===== src/rtl/display_scanner_pkg.sv =====
// Shared definitions for the multiplexed display scanner: FSM state codes,
// register map and reset constants, plus the digit-select helper.
package display_scanner_pkg;

    typedef enum logic [2:0] {
        ST_IDLE  = 3'd0,
        ST_BLANK = 3'd1,
        ST_SHIFT = 3'd2,
        ST_LATCH = 3'd3,
        ST_ON    = 3'd4,
        ST_OFF   = 3'd5
    } scan_state_e;

    localparam logic [3:0] ADDR_DIG0   = 4'd0;
    localparam logic [3:0] ADDR_DIG1   = 4'd1;
    localparam logic [3:0] ADDR_DIG2   = 4'd2;
    localparam logic [3:0] ADDR_DIG3   = 4'd3;
    localparam logic [3:0] ADDR_CTRL   = 4'd4;
    localparam logic [3:0] ADDR_PRE    = 4'd5;
    localparam logic [3:0] ADDR_STATUS = 4'd6;
    localparam logic [3:0] ADDR_FLAG   = 4'd7;

    localparam logic [7:0] CTRL_RST = 8'h3F;
    localparam logic [7:0] PRE_RST  = 8'hFF;

    // Digit-select pattern: one-hot on idx when lit, then mapped to the
    // configured polarity so unlit digits sit at the inactive level.
    function automatic logic [3:0] dig_sel(input logic [1:0] idx,
                                           input logic       lit,
                                           input logic       dpol);
        logic [3:0] onehot;
        onehot = lit ? (4'b0001 << idx) : 4'b0000;
        return dpol ? onehot : ~onehot;
    endfunction

endpackage


===== src/rtl/display_scan_tick.sv =====
// Prescaler plus 4-bit tick counter for the scanner's on/off timing.
// The prescaler compares with >= against the live PRE value, so lowering
// PRE below the current count produces a tick instead of a long wrap.
module display_scan_tick
    import display_scanner_pkg::*;
(
    input  logic       clk,
    input  logic       rst_n,
    input  logic       clr_i,
    input  logic       run_i,
    input  logic [7:0] pre_i,
    output logic       tick_o,
    output logic [3:0] cnt_o
);

    logic [7:0] presc_q;
    logic [7:0] presc_d;
    logic [3:0] cnt_q;
    logic [3:0] cnt_d;

    assign tick_o = run_i && (presc_q >= pre_i);
    assign cnt_o  = cnt_q;

    // Next-state for prescaler and tick counter; clear has priority.
    always_comb begin
        presc_d = presc_q;
        cnt_d   = cnt_q;
        if (clr_i) begin
            presc_d = 8'h00;
            cnt_d   = 4'h0;
        end else if (run_i) begin
            if (tick_o) begin
                presc_d = 8'h00;
                cnt_d   = cnt_q + 4'd1;
            end else begin
                presc_d = presc_q + 8'd1;
            end
        end else begin
            presc_d = presc_q;
        end
    end

    // Counter registers.
    always_ff @(posedge clk or negedge rst_n) begin
        if (!rst_n) begin
            presc_q <= 8'h00;
            cnt_q   <= 4'h0;
        end else begin
            presc_q <= presc_d;
            cnt_q   <= cnt_d;
        end
    end

endmodule


===== src/rtl/tqvp_rebeccargb_display_scanner.sv =====
// Multiplexed 4-digit display scanner: shifts segment bytes into an
// external 74HC595-style latch and time-multiplexes the digit selects.
// Optional feature: define DISPLAY_SCANNER_FLAG_EN to build the sticky
// frame-done flag at address 7.
module tqvp_rebeccargb_display_scanner
    import display_scanner_pkg::*;
(
    input  logic       clk,
    input  logic       rst_n,
    input  logic [7:0] ui_in,
    output logic [7:0] uo_out,
    input  logic [3:0] address,
    input  logic       data_write,
    input  logic [7:0] data_in,
    output logic [7:0] data_out
);

    logic [7:0]  dig_q [4];
    logic [7:0]  ctrl_q;
    logic [7:0]  pre_q;

    scan_state_e state_q;
    scan_state_e state_d;
    logic [1:0]  idx_q;
    logic [1:0]  idx_d;
    logic [7:0]  shreg_q;
    logic [7:0]  shreg_d;
    logic [3:0]  bit_q;
    logic [3:0]  bit_d;
    logic [7:0]  out_q;
    logic [7:0]  out_d;

    logic        en_s;
    logic        dpol_s;
    logic [1:0]  ndig_m1_s;
    logic [3:0]  bright_s;
    logic        tick_s;
    logic [3:0]  tick_cnt_s;
    logic [4:0]  cnt_nxt_s;
    logic        on_done_s;
    logic        off_done_s;
    logic        last_dig_s;
    logic        tick_clr_s;
    logic        tick_run_s;
    logic [7:0]  flag_rd_s;
    logic        unused_s;

    assign unused_s   = &{1'b0, ui_in};

    assign en_s       = ctrl_q[7];
    assign dpol_s     = ctrl_q[6];
    assign ndig_m1_s  = ctrl_q[5:4];
    assign bright_s   = ctrl_q[3:0];

    // Tick count including this cycle's tick, so on-time is exactly BRIGHT ticks.
    assign cnt_nxt_s  = {1'b0, tick_cnt_s} + {4'b0000, tick_s};
    assign on_done_s  = cnt_nxt_s >= {1'b0, bright_s};
    assign off_done_s = (tick_cnt_s == 4'd15) && tick_s;
    assign last_dig_s = idx_q >= ndig_m1_s;

    assign tick_clr_s = !en_s || (state_q == ST_LATCH);
    assign tick_run_s = (state_q == ST_ON) || (state_q == ST_OFF);

    display_scan_tick u_tick (
        .clk   (clk),
        .rst_n (rst_n),
        .clr_i (tick_clr_s),
        .run_i (tick_run_s),
        .pre_i (pre_q),
        .tick_o(tick_s),
        .cnt_o (tick_cnt_s)
    );

    // Register file writes; read-only and unmapped addresses are ignored.
    always_ff @(posedge clk or negedge rst_n) begin
        if (!rst_n) begin
            for (int i = 0; i < 4; i++) begin
                dig_q[i] <= 8'h00;
            end
            ctrl_q <= CTRL_RST;
            pre_q  <= PRE_RST;
        end else if (data_write) begin
            case (address)
                ADDR_DIG0, ADDR_DIG1, ADDR_DIG2, ADDR_DIG3: dig_q[address[1:0]] <= data_in;
                ADDR_CTRL: ctrl_q <= data_in;
                ADDR_PRE:  pre_q  <= data_in;
                default:   ;
            endcase
        end
    end

    // Scan FSM next state, index, shift snapshot and shift bit counter.
    always_comb begin
        state_d = state_q;
        idx_d   = idx_q;
        shreg_d = shreg_q;
        bit_d   = bit_q;
        if (!en_s) begin
            state_d = ST_IDLE;
            idx_d   = 2'd0;
            bit_d   = 4'd0;
        end else begin
            case (state_q)
                ST_IDLE: begin
                    state_d = ST_BLANK;
                end
                ST_BLANK: begin
                    shreg_d = dig_q[idx_q];
                    bit_d   = 4'd0;
                    state_d = ST_SHIFT;
                end
                ST_SHIFT: begin
                    if (bit_q == 4'd15) begin
                        state_d = ST_LATCH;
                    end else begin
                        bit_d = bit_q + 4'd1;
                    end
                end
                ST_LATCH: begin
                    bit_d   = 4'd0;
                    state_d = (bright_s == 4'd0) ? ST_OFF : ST_ON;
                end
                ST_ON: begin
                    if (on_done_s) begin
                        state_d = ST_OFF;
                    end else begin
                        state_d = ST_ON;
                    end
                end
                ST_OFF: begin
                    if (off_done_s) begin
                        idx_d   = last_dig_s ? 2'd0 : (idx_q + 2'd1);
                        state_d = ST_BLANK;
                    end else begin
                        state_d = ST_OFF;
                    end
                end
                default: begin
                    state_d = ST_IDLE;
                    idx_d   = 2'd0;
                end
            endcase
        end
    end

    // Output pins derived from the next state so they register with it.
    always_comb begin
        logic       ser;
        logic       srclk;
        logic       rclk;
        logic [2:0] bit_sel;
        ser     = 1'b0;
        srclk   = 1'b0;
        rclk    = 1'b0;
        bit_sel = 3'd7 - bit_d[3:1];
        case (state_d)
            ST_SHIFT: begin
                ser   = shreg_d[bit_sel];
                srclk = bit_d[0];
            end
            ST_LATCH: begin
                rclk = 1'b1;
            end
            default: begin
                ser = 1'b0;
            end
        endcase
        out_d = {dig_sel(idx_d, state_d == ST_ON, dpol_s), rclk, srclk, ser, 1'b0};
    end

    // FSM and output registers.
    always_ff @(posedge clk or negedge rst_n) begin
        if (!rst_n) begin
            state_q <= ST_IDLE;
            idx_q   <= 2'd0;
            shreg_q <= 8'h00;
            bit_q   <= 4'd0;
            out_q   <= 8'hF0;
        end else begin
            state_q <= state_d;
            idx_q   <= idx_d;
            shreg_q <= shreg_d;
            bit_q   <= bit_d;
            out_q   <= out_d;
        end
    end

    assign uo_out = out_q;

`ifdef DISPLAY_SCANNER_FLAG_EN
    logic flag_q;
    logic flag_set_s;
    logic flag_clr_s;

    assign flag_set_s = en_s && (state_q == ST_OFF) && off_done_s && last_dig_s;
    assign flag_clr_s = data_write && (address == ADDR_FLAG);

    // Sticky frame-done flag; a set in the same cycle as a clear wins.
    always_ff @(posedge clk or negedge rst_n) begin
        if (!rst_n) begin
            flag_q <= 1'b0;
        end else if (flag_set_s) begin
            flag_q <= 1'b1;
        end else if (flag_clr_s) begin
            flag_q <= 1'b0;
        end
    end

    assign flag_rd_s = {7'b0000000, flag_q};
`else
    assign flag_rd_s = 8'h00;
`endif

    // Combinational register read mux.
    always_comb begin
        case (address)
            ADDR_DIG0, ADDR_DIG1, ADDR_DIG2, ADDR_DIG3: data_out = dig_q[address[1:0]];
            ADDR_CTRL:   data_out = ctrl_q;
            ADDR_PRE:    data_out = pre_q;
            ADDR_STATUS: data_out = {idx_q, state_q, 3'b000};
            ADDR_FLAG:   data_out = flag_rd_s;
            default:     data_out = 8'h00;
        endcase
    end

endmodule

===== config.mk =====
export PLATFORM = sky130hd
export DESIGN_NAME = tqvp_rebeccargb_display_scanner
export DESIGN_NICKNAME = d
export VERILOG_FILES = /design/src/rtl/display_scanner_pkg.sv /design/src/rtl/display_scan_tick.sv /design/src/rtl/tqvp_rebeccargb_display_scanner.sv
export SDC_FILE = /design/constraint.sdc
export NUM_CORES = 1
export LEC_CHECK = 0
export BUFFER_PORTS_ARGS = -buffer_cell sky130_fd_sc_hd__buf_2
export CAP_MARGIN = 0
export CORE_ASPECT_RATIO = 0.75
export CORE_MARGIN = 8
export CORE_UTILIZATION = 45
export DETAILED_ROUTE_END_ITERATION = 10
export MAX_ROUTING_LAYER = met4
export PLACE_DENSITY_LB_ADDON = 0.1
export SYNTH_ARGS = -nofsm -noshare
export SYNTH_HDL_FRONTEND = slang
export SYNTH_HIERARCHICAL = 1
export SYNTH_SLANG_ARGS = --single-unit

===== constraint.sdc =====
create_clock -name clk -period 6 [get_ports clk]
set_input_delay 0.9 -clock clk [delete_from_list [all_inputs] [get_ports clk]]
set_output_delay 0.9 -clock clk [all_outputs]
set_load 0.02 [all_outputs]

==> out/results.tsv, run 1 <==
stage	metric	value	unit
timing	Final min period	4.13	ns
cells_and_area	final net count	479	
clock_network	TritonCTS Buffers	9	
cells_and_area	post-route insts no fill	578	
pwr	switch share	31.2	%
setup_path	Worst Path Arrival	4.39	ns
setup_path	Worst path slowest cell	dfrtp_1	
setup_path	CP Capture Type	flip-flop	
timing	RSZ-0062 raised after global routing	false	
placed_design	port buffer count	29	
timing	clock skew	0.00471	ns
timing	Final WS setup	1.87	ns
placed_design	Final Wtd Congestion	0.777	
cells_and_area	FILL cells	917	
placed_design	placed cells	562	
yosys	post-synthesis average cell area	11.6	sq um
cells_and_area	Area Growth Syn to Fin	10.6	%
floorplanning	DIE WIDTH	136	um
setup_path	reg2reg path depth	14	
yosys	EDFF count, synth	0	
setup_path	CP delay by family, top	compound AO/OA/AOI/OAI gates	
clock_network	Skew-Pair Late Insertion Delay	0.33	ns
timing	worst-margin pin slew	1.10	ns
yosys	Mapped Area	4840	sq um
setup_path	Required @ worst endpoint	6.26	ns
timing	setup_tns	0	ns
setup_path	worst path bufs/invs	2	
timing	number of failing hold endpoints at the final stage	0	
pwr	Switch Pwr	582	uW
clock_network	hold_buf cts	0	
pwr	pwr dens	349	nW/um^2
yosys	Yosys cell types	63	
timing	final setup vio count	0	
setup_path	crit path from	state_q[2]	
status	outcome	finished, final reports clean	
global_route	vias in the first global route	3352	
pwr	Clock Power Share	29.5	%
routing	Via density	5.71	
routing	Residual DRC	0	
timing	Hold WS	0.489	ns
yosys	Seq cells post-synth	84	
pwr	Max VDD drop	0.156	mV
setup_path	CP Launch Type	flip-flop	
floorplanning	Rows	32	
clock_network	Post-CTS Resized	0	
yosys	async set or reset register ratio after synthesis	100	%
pwr	Gate power share	26.0	%
clock_network	Setup Buffers After CTS	0	
setup_path	Critical Path Most Common Cell	ha_1	
floorplanning	Initial Util	46.6	%
floorplanning	I/O pins	39	
clock_network	TritonCTS clock tree	done	
cells_and_area	most common cell after layout, fill and taps aside	dfrtp_1	
yosys	synthesized instance count	417	
setup_path	RR Startpoint	state_q[2]	
clock_network	clock buffer depth	2	
setup_path	Cell Chain, Critical Path	inv_1, nor2_1, nand2_1, nor2_1, a32oi_4, inv_1, ha_1, ha_1, ha_1, a21o_1, a21oi_1, o211ai_4, a2111oi_4, xnor2_1	
clock_network	Clock transition at path regs	0.06	ns
placed_design	post-detail-place hpwl	7710	um
setup_path	CP Depth	14	
routing	post-route ant nets	0	
yosys	yosys warns	6	
timing	max-slew violations	0	
global_route	grt ovf	0	
global_route	initial antenna violation count	1	
global_route	first-pass GRT wire length	18400	um
timing	FMAX	0.242	GHz
hold_path	Hold Path Depth	1	
timing	Rel. slew slack	26.9	%
routing	Initial DRC Count	158	
hold_path	hold crit path type	flip-flop to flip-flop	
clock_network	H-tree Lvls	3	
setup_path	CP max stage delay	0.66	ns
global_route	pin count of the biggest net entering global routing	85	
routing	wire length per cell	19.0	um
yosys	net count after synthesis	459	
pwr	leak pwr	0.00227	uW
cells_and_area	commonest cells after routing, fill and taps aside	dfrtp_1, mux2_2, nor2_1, buf_2, inv_1	
floorplanning	core box area	10400	sq um
pwr	Flop pwr share	44.5	%
placed_design	Setup Slack @ Placement	1.90	ns
hold_path	hold_sp	shreg_q[0]	
setup_path	kind of critical path	flip-flop to flip-flop	
routing	drt first pass iters	4	
cells_and_area	layout cell share with drive strength beyond 1	31.2	%
floorplanning	die span in y	106	um
yosys	Most used DFF post-synth	dfrtp_1	
routing	via count	3298	
floorplanning	Die Footprint	14400	sq um
yosys	sequential area share after synthesis	43.9	%
pwr	Power Internal	1280	uW
cells_and_area	number of diodes	0	
timing	period utilisation layout	68.8	%
routing	WL final	11000	um
setup_path	Crit Path Max Fanout	15	
run	max-cap violations	0	
clock_network	CTS root buf	clkbuf_16	
global_route	Total GRT Usage	16.8	%
clock_network	Clock Sinks	84	
==> final timing paths <==
| check | to | slack [ns] |
|---|---|---|
| min in group asynchronous | dig_q[26] | 0.77 |
| max reg2reg | uo_out[6] | 1.87 |
| min | shreg_q[0] | 0.49 |
| max in group asynchronous | idx_q[1] | 4.53 |
| min reg2reg | shreg_q[0] | 0.49 |
| max | uo_out[6] | 1.87 |
==> worst reg2reg max path, stage by stage, from the launching register on <==
cell	delay, ns
dfrtp_1	0.66
inv_1	0.25
nor2_1	0.62
nand2_1	0.11
nor2_1	0.19
a32oi_4	0.22
inv_1	0.15
ha_1	0.18
ha_1	0.23
ha_1	0.28
a21o_1	0.16
a21oi_1	0.35
o211ai_4	0.16
a2111oi_4	0.35
xnor2_1	0.15
==> final cells by class <==
type | count | area, sq um | share of cell area, %
well taps | 136 | 170 | 3.18
inverters | 24 | 90.1 | 1.68
clock inverters | 2 | 35.0 | 0.655
flip-flops and latches | 84 | 2120 | 39.7
repair buffers | 30 | 155 | 2.90
multi-input cells | 288 | 2520 | 47.1
clock buffers | 14 | 254 | 4.75
==> layer usage <==
layer / wire, um / global-route usage, % / vias to the layer above
met5: 0 / - / -
met4: 131 / 4.58 / 0
met3: 385 / 3.75 / 12
met2: 4770 / 23.4 / 65
met1: 5710 / 23.8 / 1647
li1: - / - / 1574
==> sequential cells by signal (all words and copies together) (netlist names) <==
signal and cells:
u_tick/presc_q 8, pre_q 8, shreg_q 8, state_q 3, u_tick/cnt_o 4, uo_out 7, ctrl_q 8, dig_q 32
idx_q 2, bit_q 4
==> stage by stage <==
| step | power [uW] | instance area [sq um] | util (%) |
|---|---|---|---|
| finish | 1860 | 5350 | 51.6 |
| global route | 1980 | 5350 | 51.6 |
| detailed placement | 1320 | 5060 | 48.8 |
| CTS | 1890 | 5350 | 51.6 |
| floorplan | 1190 | 4840 | - |
| global placement | 1310 | 5060 | 48.8 |
==> logic make-up (layout without fill, tap and decap cells) <==
group / Yosys count / count (layout) / share of synthesized area, %
AOI/OAI and AO/OA: 73 / 73 / 11.2
xor gates and xnor gates: 14 / 14 / 2.54
adders and majority gates: 19 / 19 / 4.92
buffers and inverters: 45 / 70 / 4.11
DFF: 84 / 84 / 43.9
muxes: 78 / 78 / 21.8
other: 1 / 1 / 0.0775
and+or+nand+nor: 103 / 103 / 11.4
==> cells in the mapped netlist, types with 2 or more instances <==
cell | n | area (sq um)
buf_2 | 9 | 45.0
a22oi_1 | 2 | 15.0
o21ai_1 | 8 | 40.0
o21ai_0 | 10 | 50.1
buf_1 | 2 | 7.51
nor2_1 | 29 | 109
a21oi_1 | 20 | 100
xnor2_1 | 6 | 52.6
nand3b_1 | 4 | 30.0
o2111ai_1 | 2 | 17.5
inv_1 | 24 | 90.1
buf_4 | 3 | 22.5
mux2_4 | 2 | 30.0
dfrtp_1 | 66 | 1650
mux4_2 | 16 | 360
nor3b_1 | 2 | 15.0
ha_1 | 19 | 238
nor3_1 | 2 | 10.0
nand4_1 | 6 | 37.5
dfstp_2 | 18 | 473
a211o_1 | 2 | 17.5
mux2_1 | 2 | 22.5
or3_1 | 3 | 18.8
nand2_1 | 21 | 78.8
a21o_1 | 3 | 22.5
and3_1 | 2 | 12.5
clkbuf_1 | 6 | 22.5
nand3_1 | 11 | 55.1
mux2i_1 | 11 | 110
a211oi_1 | 9 | 67.6
nor2b_1 | 2 | 12.5
nor4_1 | 3 | 18.8
nand2b_1 | 7 | 43.8
xor2_1 | 8 | 70.1
nor3_2 | 3 | 30.0
mux2_2 | 47 | 529
==> power by group through the flow <==
stage               Combinational [uW]  Clock (uW)  Sequential [uW]
finish                             484         550              830
floorplan                          402           0              785
detailed placement                 486           0              838
global placement                   474           0              833
global route                       538         589              851
CTS                                488         569              829
No activity file was read; power rests on OpenSTA's default activity.
==> run 2: changes to the inputs <==
==> constraint.sdc (replaced) <==
create_clock -name clk -period 4.2 [get_ports clk]
set_input_delay 0.63 -clock clk [delete_from_list [all_inputs] [get_ports clk]]
set_output_delay 0.63 -clock clk [all_outputs]
set_load 0.02 [all_outputs]
==> out/results.tsv, run 2 (same netlist as run 1, synthesis figures left out) <==
stage	metric	value	unit	change
status	outcome	finished, final reports clean		unchanged
cells_and_area	commonest cells after routing, fill and taps aside	dfrtp_1, mux2_2, nor2_1, buf_2, inv_1		unchanged
clock_network	H-tree Lvls	3		unchanged
placed_design	Final Wtd Congestion	0.765		was 0.777
timing	number of failing hold endpoints at the final stage	0		unchanged
timing	Final min period	3.75	ns	was 4.13 ns
timing	period utilisation layout	89.2	%	was 68.8%
clock_network	TritonCTS clock tree	done		unchanged
clock_network	Setup Buffers After CTS	0		unchanged
cells_and_area	Biggest register	dig_q		unchanged
clock_network	Skew-Pair Late Insertion Delay	0.34	ns	was 0.33 ns
cells_and_area	final net count	486		was 479
clock_network	clock buffer depth	2		unchanged
timing	final setup vio count	0		unchanged
clock_network	CTS root buf	clkbuf_16		unchanged
routing	via count	3366		was 3298
floorplanning	I/O pins	39		unchanged
floorplanning	core box area	10400	sq um	unchanged
setup_path	CP Launch Type	flip-flop		unchanged
cells_and_area	layout cell share with drive strength beyond 1	32.7	%	was 31.2%
placed_design	placed cells	569		was 562
cells_and_area	most common cell after layout, fill and taps aside	dfrtp_1		unchanged
cells_and_area	Largest register FFs	32		unchanged
timing	clock skew	0.00542	ns	was 0.00471 ns
clock_network	hold_buf cts	0		unchanged
pwr	Max VDD drop	0.260	mV	was 0.156 mV
cells_and_area	number of diodes	0		unchanged
timing	RSZ-0062 raised after global routing	false		unchanged
timing	Rel. slew slack	32.4	%	was 26.9%
clock_network	TritonCTS Buffers	9		unchanged
pwr	pwr dens	507	nW/um^2	was 349 nW/um^2
timing	worst-margin pin slew	1.00	ns	was 1.10 ns
global_route	grt ovf	0		unchanged
global_route	initial antenna violation count	0		was 1
floorplanning	Die Footprint	14400	sq um	unchanged
global_route	vias in the first global route	3447		was 3352
routing	drt first pass iters	4		unchanged
setup_path	Crit Path Max Fanout	3		was 15
global_route	pin count of the biggest net entering global routing	65		was 85
cells_and_area	post-route insts no fill	585		was 578
hold_path	hold crit path type	input pin to asynchronous set/reset pin		was flip-flop to flip-flop
cells_and_area	Register Area	2120	sq um	unchanged
floorplanning	Rows	32		unchanged
global_route	Total GRT Usage	17.3	%	was 16.8%
clock_network	Post-CTS Resized	0		unchanged
timing	max-slew violations	0		unchanged
routing	post-route ant nets	0		unchanged
timing	setup_tns	0	ns	unchanged
routing	WL final	11200	um	was 11000 um
placed_design	post-detail-place hpwl	7880	um	was 7710 um
floorplanning	die span in y	106	um	unchanged
cells_and_area	FILL cells	926		was 917
setup_path	kind of critical path	flip-flop to flip-flop		unchanged
run	max-cap violations	0		unchanged
routing	Via density	5.75		was 5.71
clock_network	Clock transition at path regs	0.06	ns	about the same
setup_path	CP Capture Type	flip-flop		unchanged
clock_network	Clock Sinks	84		unchanged
timing	FMAX	0.267	GHz	was 0.242 GHz
routing	Initial DRC Count	180		was 158
routing	wire length per cell	19.1	um	was 19.0 um
floorplanning	Initial Util	46.6	%	unchanged
routing	Residual DRC	0		unchanged
setup_path	Required @ worst endpoint	4.46	ns	was 6.26 ns
placed_design	port buffer count	29		unchanged
floorplanning	DIE WIDTH	136	um	unchanged
global_route	first-pass GRT wire length	18800	um	was 18400 um
cells_and_area	Area Growth Syn to Fin	12.3	%	was 10.6%
pwr	leak pwr	0.00231	uW	was 0.00227 uW
cells_and_area	multi-input gate area in the final layout	2520	sq um	unchanged
setup_path	Worst Path Arrival	4.01	ns	was 4.39 ns
[run 2: cell types whose count changed in the layout (fill, tap and decap cells not counted)]
cell | previous run | this run
buf_4 | 2 | 9
clkbuf_1 | 4 | 2
bufinv_16 | 1 | 2
clkinvlp_4 | 0 | 1
[run 2: power by group]
group          switching, uW  internal [uW]
Combinational            415            355
Clock                    315            537
Sequential               113           1020
[run 2: final timing paths]
path / from / end / slack, ns / cells after the start
setup / recovery: pre_q[0] / uo_out[6] / 0.45 / 13
hold / removal: rst_n / dig_q[26] / 0.37 / 1
setup reg to reg: pre_q[0] / uo_out[6] / 0.45 / 13
hold reg to reg: shreg_q[0] / shreg_q[0] / 0.50 / 1
max in group asynchronous: rst_n / pre_q[0] / 2.97 / 2
min in group clk: shreg_q[0] / shreg_q[0] / 0.50 / 1
[run 2: cell type report]
cell class                 instances  area share, %
clock buffer                      12           4.54
tap                              136           3.13
inverter                          24           1.66
multi-input combinational        288           46.4
sequential                        84           39.1
timing repair buffer              37           3.82
clock inverter                     4           1.34
[run 2: per-layer routing]
metal  global-route usage [%]  vias to the layer above  part of all wire (%)
li1                         -                     1587                     -
met1                     23.5                     1702                    48
met2                     25.1                       65                    45
met3                     4.32                       12                   6.7
met4                     4.51                        0                   1.2
met5                        -                        -                     0
[run 2: critical path: stages, from the launching register on]
cell	delay, ns
dfstp_2	0.54
ha_1	0.22
nand2b_1	0.14
a2111o_1	0.44
a32oi_4	0.26
inv_1	0.10
ha_1	0.23
ha_1	0.28
ha_1	0.28
a21o_1	0.16
a21oi_1	0.35
o211ai_4	0.16
a2111oi_4	0.35
xnor2_1	0.15
[run 2: metrics by stage]
stage / hold WS [ns] / power, uW / utilization (%) / worst slack (ns) / instance area (sq um)
after floorplan: 0.334 / 1700 / - / 0.591 / 4840
after global placement: 0.479 / 1890 / 49.3 / 0.515 / 5110
after detailed placement: 0.485 / 1910 / 49.3 / 0.485 / 5110
after CTS: 0.415 / 2780 / 52.4 / 0.428 / 5430
after global routing: 0.445 / 2920 / 52.4 / 0.168 / 5430
final: 0.374 / 2750 / 52.4 / 0.454 / 5430
